$ cat src/rtl/gt_cache_pkg.sv
// Shared widths, FSM state type and line byte-extraction helper for the
// direct-mapped / victim cache miss controller.
package gt_cache_pkg;

    localparam int ADDR_W    = 32;
    localparam int LINE_BITS = 256;
    localparam int OFFSET_W  = 5;
    localparam int IDX_W     = 5;
    localparam int LADDR_W   = ADDR_W - OFFSET_W;
    localparam int TAG_W     = LADDR_W - IDX_W;

    typedef enum logic [2:0] {
        IDLE,
        LOOKUP,
        VPROBE,
        MEMREQ,
        MEMWAIT,
        FILL,
        RESP
    } miss_state_t;

    function automatic logic [7:0] line_byte(input logic [LINE_BITS-1:0] line,
                                             input logic [OFFSET_W-1:0]  sel);
        return line[{sel, 3'b000} +: 8];
    endfunction

endpackage

$ cat src/rtl/gt_line_byte_sel.sv
// Byte selector: picks byte 'sel' out of a 256-bit cache line.
module gt_line_byte_sel
    import gt_cache_pkg::*;
(
    input  logic [LINE_BITS-1:0] line,
    input  logic [OFFSET_W-1:0]  sel,
    output logic [7:0]           byte_o
);

    always_comb begin
        byte_o = line_byte(line, sel);
    end

endmodule

$ cat src/rtl/gt_miss_controller.sv
// Load-miss sequencer: direct-map lookup, victim probe, memory line fetch,
// fill with victim eviction, byte return. Define GT_MISSCTL_STATS_EN for hit/miss counters.
module gt_miss_controller
    import gt_cache_pkg::*;
(
    input  logic                 CLK,
    input  logic                 RST,
    input  logic                 cpu_req_valid,
    input  logic [ADDR_W-1:0]    cpu_req_addr,
    output logic                 cpu_req_ready,
    output logic                 cpu_resp_valid,
    output logic [7:0]           cpu_resp_data,
    output logic [ADDR_W-1:0]    dm_addr,
    input  logic                 dm_hit,
    input  logic [7:0]           dm_rd_data,
    input  logic [LINE_BITS-1:0] dm_old_line,
    input  logic                 dm_old_valid,
    input  logic [TAG_W-1:0]     dm_old_tag,
    output logic                 dm_fill_en,
    output logic [LINE_BITS-1:0] dm_fill_line,
    output logic [LADDR_W-1:0]   vc_probe_laddr,
    input  logic                 vc_hit,
    input  logic [LINE_BITS-1:0] vc_line,
    output logic                 vc_insert_en,
    output logic [LADDR_W-1:0]   vc_insert_laddr,
    output logic [LINE_BITS-1:0] vc_insert_line,
    output logic                 mem_req_valid,
    input  logic                 mem_req_ready,
    output logic [LADDR_W-1:0]   mem_req_laddr,
    input  logic                 mem_resp_valid,
    input  logic [LINE_BITS-1:0] mem_resp_line
`ifdef GT_MISSCTL_STATS_EN
   ,output logic [31:0]          stat_hits,
    output logic [31:0]          stat_vhits,
    output logic [31:0]          stat_misses
`endif
);

    miss_state_t          state_q, state_d;
    logic [ADDR_W-1:0]    areg_q, areg_d;
    logic [LINE_BITS-1:0] fill_q, fill_d;
    logic                 resp_valid_q, resp_valid_d;
    logic [7:0]           resp_data_q, resp_data_d;
    logic                 fill_en_q, fill_en_d;
    logic                 ins_en_q, ins_en_d;
    logic [LADDR_W-1:0]   ins_laddr_q, ins_laddr_d;
    logic [LINE_BITS-1:0] ins_line_q, ins_line_d;
    logic                 mem_valid_q, mem_valid_d;
    logic [7:0]           sel_byte;

    gt_line_byte_sel u_byte_sel (
        .line   (fill_q),
        .sel    (areg_q[OFFSET_W-1:0]),
        .byte_o (sel_byte)
    );

    always_comb begin
        state_d      = state_q;
        areg_d       = areg_q;
        fill_d       = fill_q;
        resp_valid_d = 1'b0;
        resp_data_d  = resp_data_q;
        fill_en_d    = 1'b0;
        ins_en_d     = 1'b0;
        ins_laddr_d  = ins_laddr_q;
        ins_line_d   = ins_line_q;
        case (state_q)
            IDLE: begin
                if (cpu_req_valid) begin
                    areg_d  = cpu_req_addr;
                    state_d = LOOKUP;
                end
            end
            LOOKUP: begin
                if (dm_hit) begin
                    resp_valid_d = 1'b1;
                    resp_data_d  = dm_rd_data;
                    state_d      = IDLE;
                end else begin
                    state_d = VPROBE;
                end
            end
            VPROBE: begin
                if (vc_hit) begin
                    fill_d  = vc_line;
                    state_d = FILL;
                end else begin
                    state_d = MEMREQ;
                end
            end
            MEMREQ: begin
                if (mem_req_ready) state_d = MEMWAIT;
            end
            MEMWAIT: begin
                if (mem_resp_valid) begin
                    fill_d  = mem_resp_line;
                    state_d = FILL;
                end
            end
            FILL: begin
                resp_valid_d = 1'b1;
                resp_data_d  = sel_byte;
                state_d      = RESP;
            end
            RESP:    state_d = IDLE;
            default: state_d = IDLE;
        endcase

        // Strobes are registered, so they are raised on the transition into
        // the state that owns them; the displaced line is stable beforehand.
        mem_valid_d = (state_d == MEMREQ);
        if (state_d == FILL) begin
            fill_en_d = 1'b1;
            if (dm_old_valid) begin
                ins_en_d    = 1'b1;
                ins_laddr_d = {dm_old_tag, areg_q[OFFSET_W +: IDX_W]};
                ins_line_d  = dm_old_line;
            end
        end
    end

    always_ff @(posedge CLK or posedge RST) begin
        if (RST) begin
            state_q      <= IDLE;
            areg_q       <= '0;
            fill_q       <= '0;
            resp_valid_q <= 1'b0;
            resp_data_q  <= '0;
            fill_en_q    <= 1'b0;
            ins_en_q     <= 1'b0;
            ins_laddr_q  <= '0;
            ins_line_q   <= '0;
            mem_valid_q  <= 1'b0;
        end else begin
            state_q      <= state_d;
            areg_q       <= areg_d;
            fill_q       <= fill_d;
            resp_valid_q <= resp_valid_d;
            resp_data_q  <= resp_data_d;
            fill_en_q    <= fill_en_d;
            ins_en_q     <= ins_en_d;
            ins_laddr_q  <= ins_laddr_d;
            ins_line_q   <= ins_line_d;
            mem_valid_q  <= mem_valid_d;
        end
    end

    assign cpu_req_ready   = (state_q == IDLE);
    assign cpu_resp_valid  = resp_valid_q;
    assign cpu_resp_data   = resp_data_q;
    assign dm_addr         = areg_q;
    assign dm_fill_en      = fill_en_q;
    assign dm_fill_line    = fill_q;
    assign vc_probe_laddr  = areg_q[ADDR_W-1:OFFSET_W];
    assign vc_insert_en    = ins_en_q;
    assign vc_insert_laddr = ins_laddr_q;
    assign vc_insert_line  = ins_line_q;
    assign mem_req_valid   = mem_valid_q;
    assign mem_req_laddr   = areg_q[ADDR_W-1:OFFSET_W];

`ifdef GT_MISSCTL_STATS_EN
    logic [31:0] hits_q, hits_d, vhits_q, vhits_d, misses_q, misses_d;

    always_comb begin
        hits_d   = hits_q;
        vhits_d  = vhits_q;
        misses_d = misses_q;
        if (state_q == LOOKUP && dm_hit && hits_q != '1)
            hits_d = hits_q + 32'd1;
        if (state_q == VPROBE && vc_hit && vhits_q != '1)
            vhits_d = vhits_q + 32'd1;
        if (state_q == VPROBE && !vc_hit && misses_q != '1)
            misses_d = misses_q + 32'd1;
    end

    always_ff @(posedge CLK or posedge RST) begin
        if (RST) begin
            hits_q   <= '0;
            vhits_q  <= '0;
            misses_q <= '0;
        end else begin
            hits_q   <= hits_d;
            vhits_q  <= vhits_d;
            misses_q <= misses_d;
        end
    end

    assign stat_hits   = hits_q;
    assign stat_vhits  = vhits_q;
    assign stat_misses = misses_q;
`endif

endmodule

$ cat config.mk
export PLATFORM = sky130hd
export DESIGN_NAME = gt_miss_controller
export DESIGN_NICKNAME = d
export VERILOG_FILES = /design/src/rtl/gt_cache_pkg.sv /design/src/rtl/gt_line_byte_sel.sv /design/src/rtl/gt_miss_controller.sv
export SDC_FILE = /design/constraint.sdc
export NUM_CORES = 1
export LEC_CHECK = 0
export ABC_AREA = 1
export ABC_CLOCK_PERIOD_IN_PS = 34200
export CELL_PAD_IN_SITES_DETAIL_PLACEMENT = 1
export CELL_PAD_IN_SITES_GLOBAL_PLACEMENT = 2
export CORE_AREA = 2 2 569 571
export DETAILED_ROUTE_END_ITERATION = 7
export DIE_AREA = 0 0 571 573
export PLACE_DENSITY = 0.45
export SLEW_MARGIN = 0
export SYNTH_ARGS = -nofsm -noshare
export SYNTH_HDL_FRONTEND = slang
export SYNTH_SLANG_ARGS = --single-unit
export TNS_END_PERCENT = 10
$ cat constraint.sdc
create_clock -name CLK -period 34.2 [get_ports CLK]
set_input_delay 8.55 -clock CLK [delete_from_list [all_inputs] [get_ports CLK]]
set_output_delay 8.55 -clock CLK [all_outputs]
set_load 0.03 [all_outputs]
==> Yosys cells after proc, flatten, opt, wreduce, memory -nomap -nowiden <==
Cells that the tools add are included.
{ "totals": {"memories": 0, "word_cells": 44, "latchBits": 0, "input_bits": 838, "output_inout_bits": 638, "rom_bits": 0, "reg_bits": 586, "ram_bits": 0} }
{ "op_classes": {"n_reduce_logical": 7, "n_bitwise": 0, "div": 0, "multipliers": 0, "n_lt_le_gt_ge": 0, "n_shift": 1, "add_sub_neg": 0, "eq_ne": 10, "muxes": 16} }
{ "op_table": {"columns": ["cell", "count"], "rows": [
  ["$mux 256", 2],
  ["$pmux 256 s2", 1],
  ["$shiftx 256x9->8", 1],
  ["$pmux 3 s6", 1],
  ["$pmux 8 s2", 1],
  ["$mux 3", 4],
  ["$eq 3x2->1 const B", 3],
  ["$eq 3x3->1 const B", 3],
  ["$mux 8", 1],
  ["$ne 2x2->1 const B", 3],
  ["$reduce_and 2->1", 3],
  ["$mux 1", 4],
  ["$reduce_bool 2->1", 2],
  ["$eq 3x1->1 const B", 1],
  ["$logic_not 3->1", 1],
  ["$reduce_and 3->1", 1],
  ["$mux 2", 1],
  ["$pmux 1 s2", 1]
]} }

==> Depth between registers and ports, before layout <==
{ "logic_depth": {"word_depth": 4, "depth_mapped": 11} }

==> Cells and area by module <==
A second synthesis with hierarchy kept.
{ "hier_totals": {"hier_cells": 4053, "area_unflattened_um2": 29432.0} }
{ "by_module_without_submodules": {"columns": ["mod", "instances", "area_each_um2", "cells_each"], "rows": [
  ["gt_miss_controller", 1, 26691.8, 3444],
  ["gt_line_byte_sel", 1, 2740.1, 609]
]} }

==> Worst setup path before layout <==
Ideal clock, no wire load.
{ "synth_timing": {"kind": "register to output", "from": "reg state_q[2]", "to": "out cpu_req_ready", "n_path_buf": 1, "setup_slack_ps": 24433, "required_time_ps": 25650, "stages_incl_launch_ff": 3, "arrival_ps": 1217, "path_cell_list": "dfrtp_1 -> buf_2 -> nor3_1"} }
{ "synth_via": {"elab_chain_cells": 1} }
{ "synth_lines": {"columns": ["element", "line", "text"], "rows": [
  ["start: declaration", "gt_miss_controller.sv:39", "miss_state_t state_q, state_d;"],
  ["start signal: assignment", "gt_miss_controller.sv:135", "state_q <= state_d;"],
  ["$logic_not 3->1", "gt_miss_controller.sv:148", "assign cpu_req_ready = (state_q == IDLE);"],
  ["end: declaration", "gt_miss_controller.sv:10", "output logic cpu_req_ready,"]
]} }
No other way between the ends.

==> Worst setup path in the final report <==
{ "layout_timing": {"from": "in mem_resp_valid", "to": "reg fill_q[189], in the netlist dm_fill_line[189]"} }
{ "layout_via": {"elab_chain_cells": 2} }
{ "layout_lines": {"columns": ["element", "line", "text"], "rows": [
  ["start: declaration", "gt_miss_controller.sv:30", "input logic mem_resp_valid,"],
  ["$ne 2x2->1 (no source line)", null, null],
  ["$reduce_and 3->1 (no source line)", null, null],
  ["end signal: assignment", "gt_miss_controller.sv:137", "fill_q <= fill_d;"],
  ["end: declaration", "gt_miss_controller.sv:41", "logic [LINE_BITS-1:0] fill_q, fill_d;"]
]} }
No other way between the ends.
A chain may end at the register's enable or synchronous reset.

==> results.ini <==
[sta]
final_hold_viol_count = 0
worstMarginPinSlew_ps = 1410
fin_tns_setup_ps = 0
finalCritPeriodShare_pct = 36.4
timing.fmax_mhz = 80.3
skew_ps = 104
hold_slack_ps = 477
timing.final.ws_setup_ps = 21740
rsz0062_at_grt = false
finalMaxSlewViolations = 0
setup_viol_count_final = 0
min_period_ps = 12460
slew_headroom_pct = 5.86

[placement]
placedCellCount = 8960
port_buffers = 1475
hpwl_um = 222000
preCtsSetupSlack_ps = 20920
place.gp.congestion = 0.872

[cells_and_area]
fillers = 37787
nets = 5587
area_growth_pct = 80.3
layout_commonest_cell = nand2_1
final_cell_mix = nand2_1 (1,503), clkdlybuf4s50_1 (1,475), dfrtp_1 (582), nand3_1 (441), nor2_1 (272)
final_util_pct = 15.4
fin_cells = 9164
drive_gt1_share_pct = 4.53

[floorplanning]
start_util_pct = 8.52
core_area_sq_um = 320000
die_height_um = 573
die_width_um = 571
rows = 208
num_io_pins = 1476
die-area_sq_um = 327000

[clock_tree]
clock-sinks = 586
cts_hold_buf = 0
cts-resized-gates = 0
postCtsSetupRepairBufs = 0
clkTransAtPathRegs_ps = 50
numCtsBuffers = 92
ctsLongestPathBuffers = 4
clk_latency_ps = 840
cts_max_level = 3
cts_tree = yes
cts-root-buf = clkbuf_16

[routing]
vias_per_cell = 3.41
detail_route.wl_per_cell_um = 29.7
drtPass1Iterations = 5
drt_wl_total_um = 272000
ant_nets = 0
vias = 31240
drc = 0
drtIter0Drc = 1824

[logic_synthesis]
synthCells = 3455
synth_top_area_cell = dfrtp_1
ys_types = 23
synth_area_leaders = dfrtp_1 (54%), nand2_1 (21%), nand3_1 (8.1%)
synth_fp_nets = 4293
netlist_area_sq_um = 27300
yosysTopAreaCellShare_pct = 53.7
syn_area_per_cell_sq_um = 7.90
seq_area_frac_synth_pct = 53.7
ys_ff_latch = 586
yosys_warnings = 0

[worst_setup_path]
crit_type = input pin to flip-flop
crit_path_start_kind = input pin
cp.arrival_ps = 13150
required_ps = 34890
cp_max_fo = 91
crit_path_end_kind = flip-flop

[global_routing]
grtUsageTotal_pct = 16.1
grt_max_degree = 207
antenna_found_initial = 157
grt_pass1_vias = 33225
overflow = 0
grt_pass1_wl_um = 351000

[power]
ir_worst_vdd_mv = 0.0411
power_density_nw_per_um2 = 112
p_leak_nw = 20.4

[outcome]
outcome = finished, final reports clean

[job]
cap_violations = 0

[min_path]
min_path_type = flip-flop to flip-flop

[per-stage QoR]
stage               power [mW]  area [sq um]
finish                    5.49         49200
global route              5.82         49200
CTS                       5.65         49100
detailed placement        4.64         46300
global placement          4.64         46300
floorplan                 2.83         27300
[cell usage after synthesis, drive strengths merged]
library cell / count
mux2: 25
nor4: 1
a21oi: 16
a31oi: 256
clkbuf: 127
a211o: 1
buf: 188
clkinv: 3
dfrtp: 586
nor3: 3
o21ai: 3
nand4: 2
nand2: 1507
nand3: 441
inv: 22
nor2: 274
[cell type report]
| type | instances | area, sq um | share of cell area, % |
|---|---|---|---|
| Clock buffer | 135 | 2650 | 5.39 |
| Tap cell | 4305 | 5390 | 10.9 |
| Multi-Input combinational cell | 2529 | 11000 | 22.3 |
| Inverter | 25 | 116 | 0.236 |
| Timing Repair Buffer | 1515 | 15100 | 30.7 |
| Sequential cell | 586 | 14700 | 29.8 |
| Clock inverter | 25 | 203 | 0.412 |
| Antenna cell | 44 | 110 | 0.224 |
[flip-flops by register name, indices dropped and copies added (netlist names)]
signal	count
dm_fill_line	256
vc_insert_line	256
dm_addr	32
cpu_resp_data	8
vc_insert_laddr	27
state_q	3
cpu_resp_valid	1
vc_insert_en	1
dm_fill_en	1
mem_req_valid	1
[worst max-delay path, stage by stage]
cell and delay, ps:
clkdlybuf4s50_1 460, nand3_1 200, nand2_8 550, buf_4 650, buf_4 830, buf_4 660, buf_4 750, nor2_1 90
a31oi_1 190
[power breakdown]
| part | total (mW) | leakage (nW) | switching, mW | internal [mW] |
|---|---|---|---|---|
| logic | 3.14 | 12.0 | 2.13 | 1.01 |
| clock network | 0.948 | 1.41 | 0.406 | 0.543 |
| registers | 1.40 | 6.95 | 0.377 | 1.03 |
[routing by layer]
metal  global-route usage, %  share of wire [%]  up-vias
met5                       0               0.22        -
met4                    3.68                2.5       90
met3                    6.12                9.3      359
met2                    27.8                 48     1331
met1                    18.6                 40    15617
li1                        -                  -    13843
[final timing paths]
kind	endpoint	depth (start not counted)	from	slack, ps
hold / removal	vc_insert_line[77]	2	vc_insert_line[77]	480
min in group asynchronous	vc_insert_line[51]	2	RST	8340
hold reg to reg	vc_insert_line[77]	2	vc_insert_line[77]	480
setup / recovery	dm_fill_line[189]	9	mem_resp_valid	21740
max in group asynchronous	dm_addr[0]	6	RST	21990
setup reg to reg	dm_fill_line[189]	9	state_q[1]	28660
[cell families (layout without fill, tap and decap cells)]
family                 Yosys count  count (layout)  share of synthesized area, %
AND/OR/NAND/NOR               2228            2228                          32.7
flip-flops                     586             586                          53.7
buffers and inverters          340            1700                          6.29
AO/OA/AOI/OAI                  276             276                          6.26
multiplexers                    25              25                          1.03
other                            0              44                             0
No activity file was read; power rests on OpenSTA's default activity.
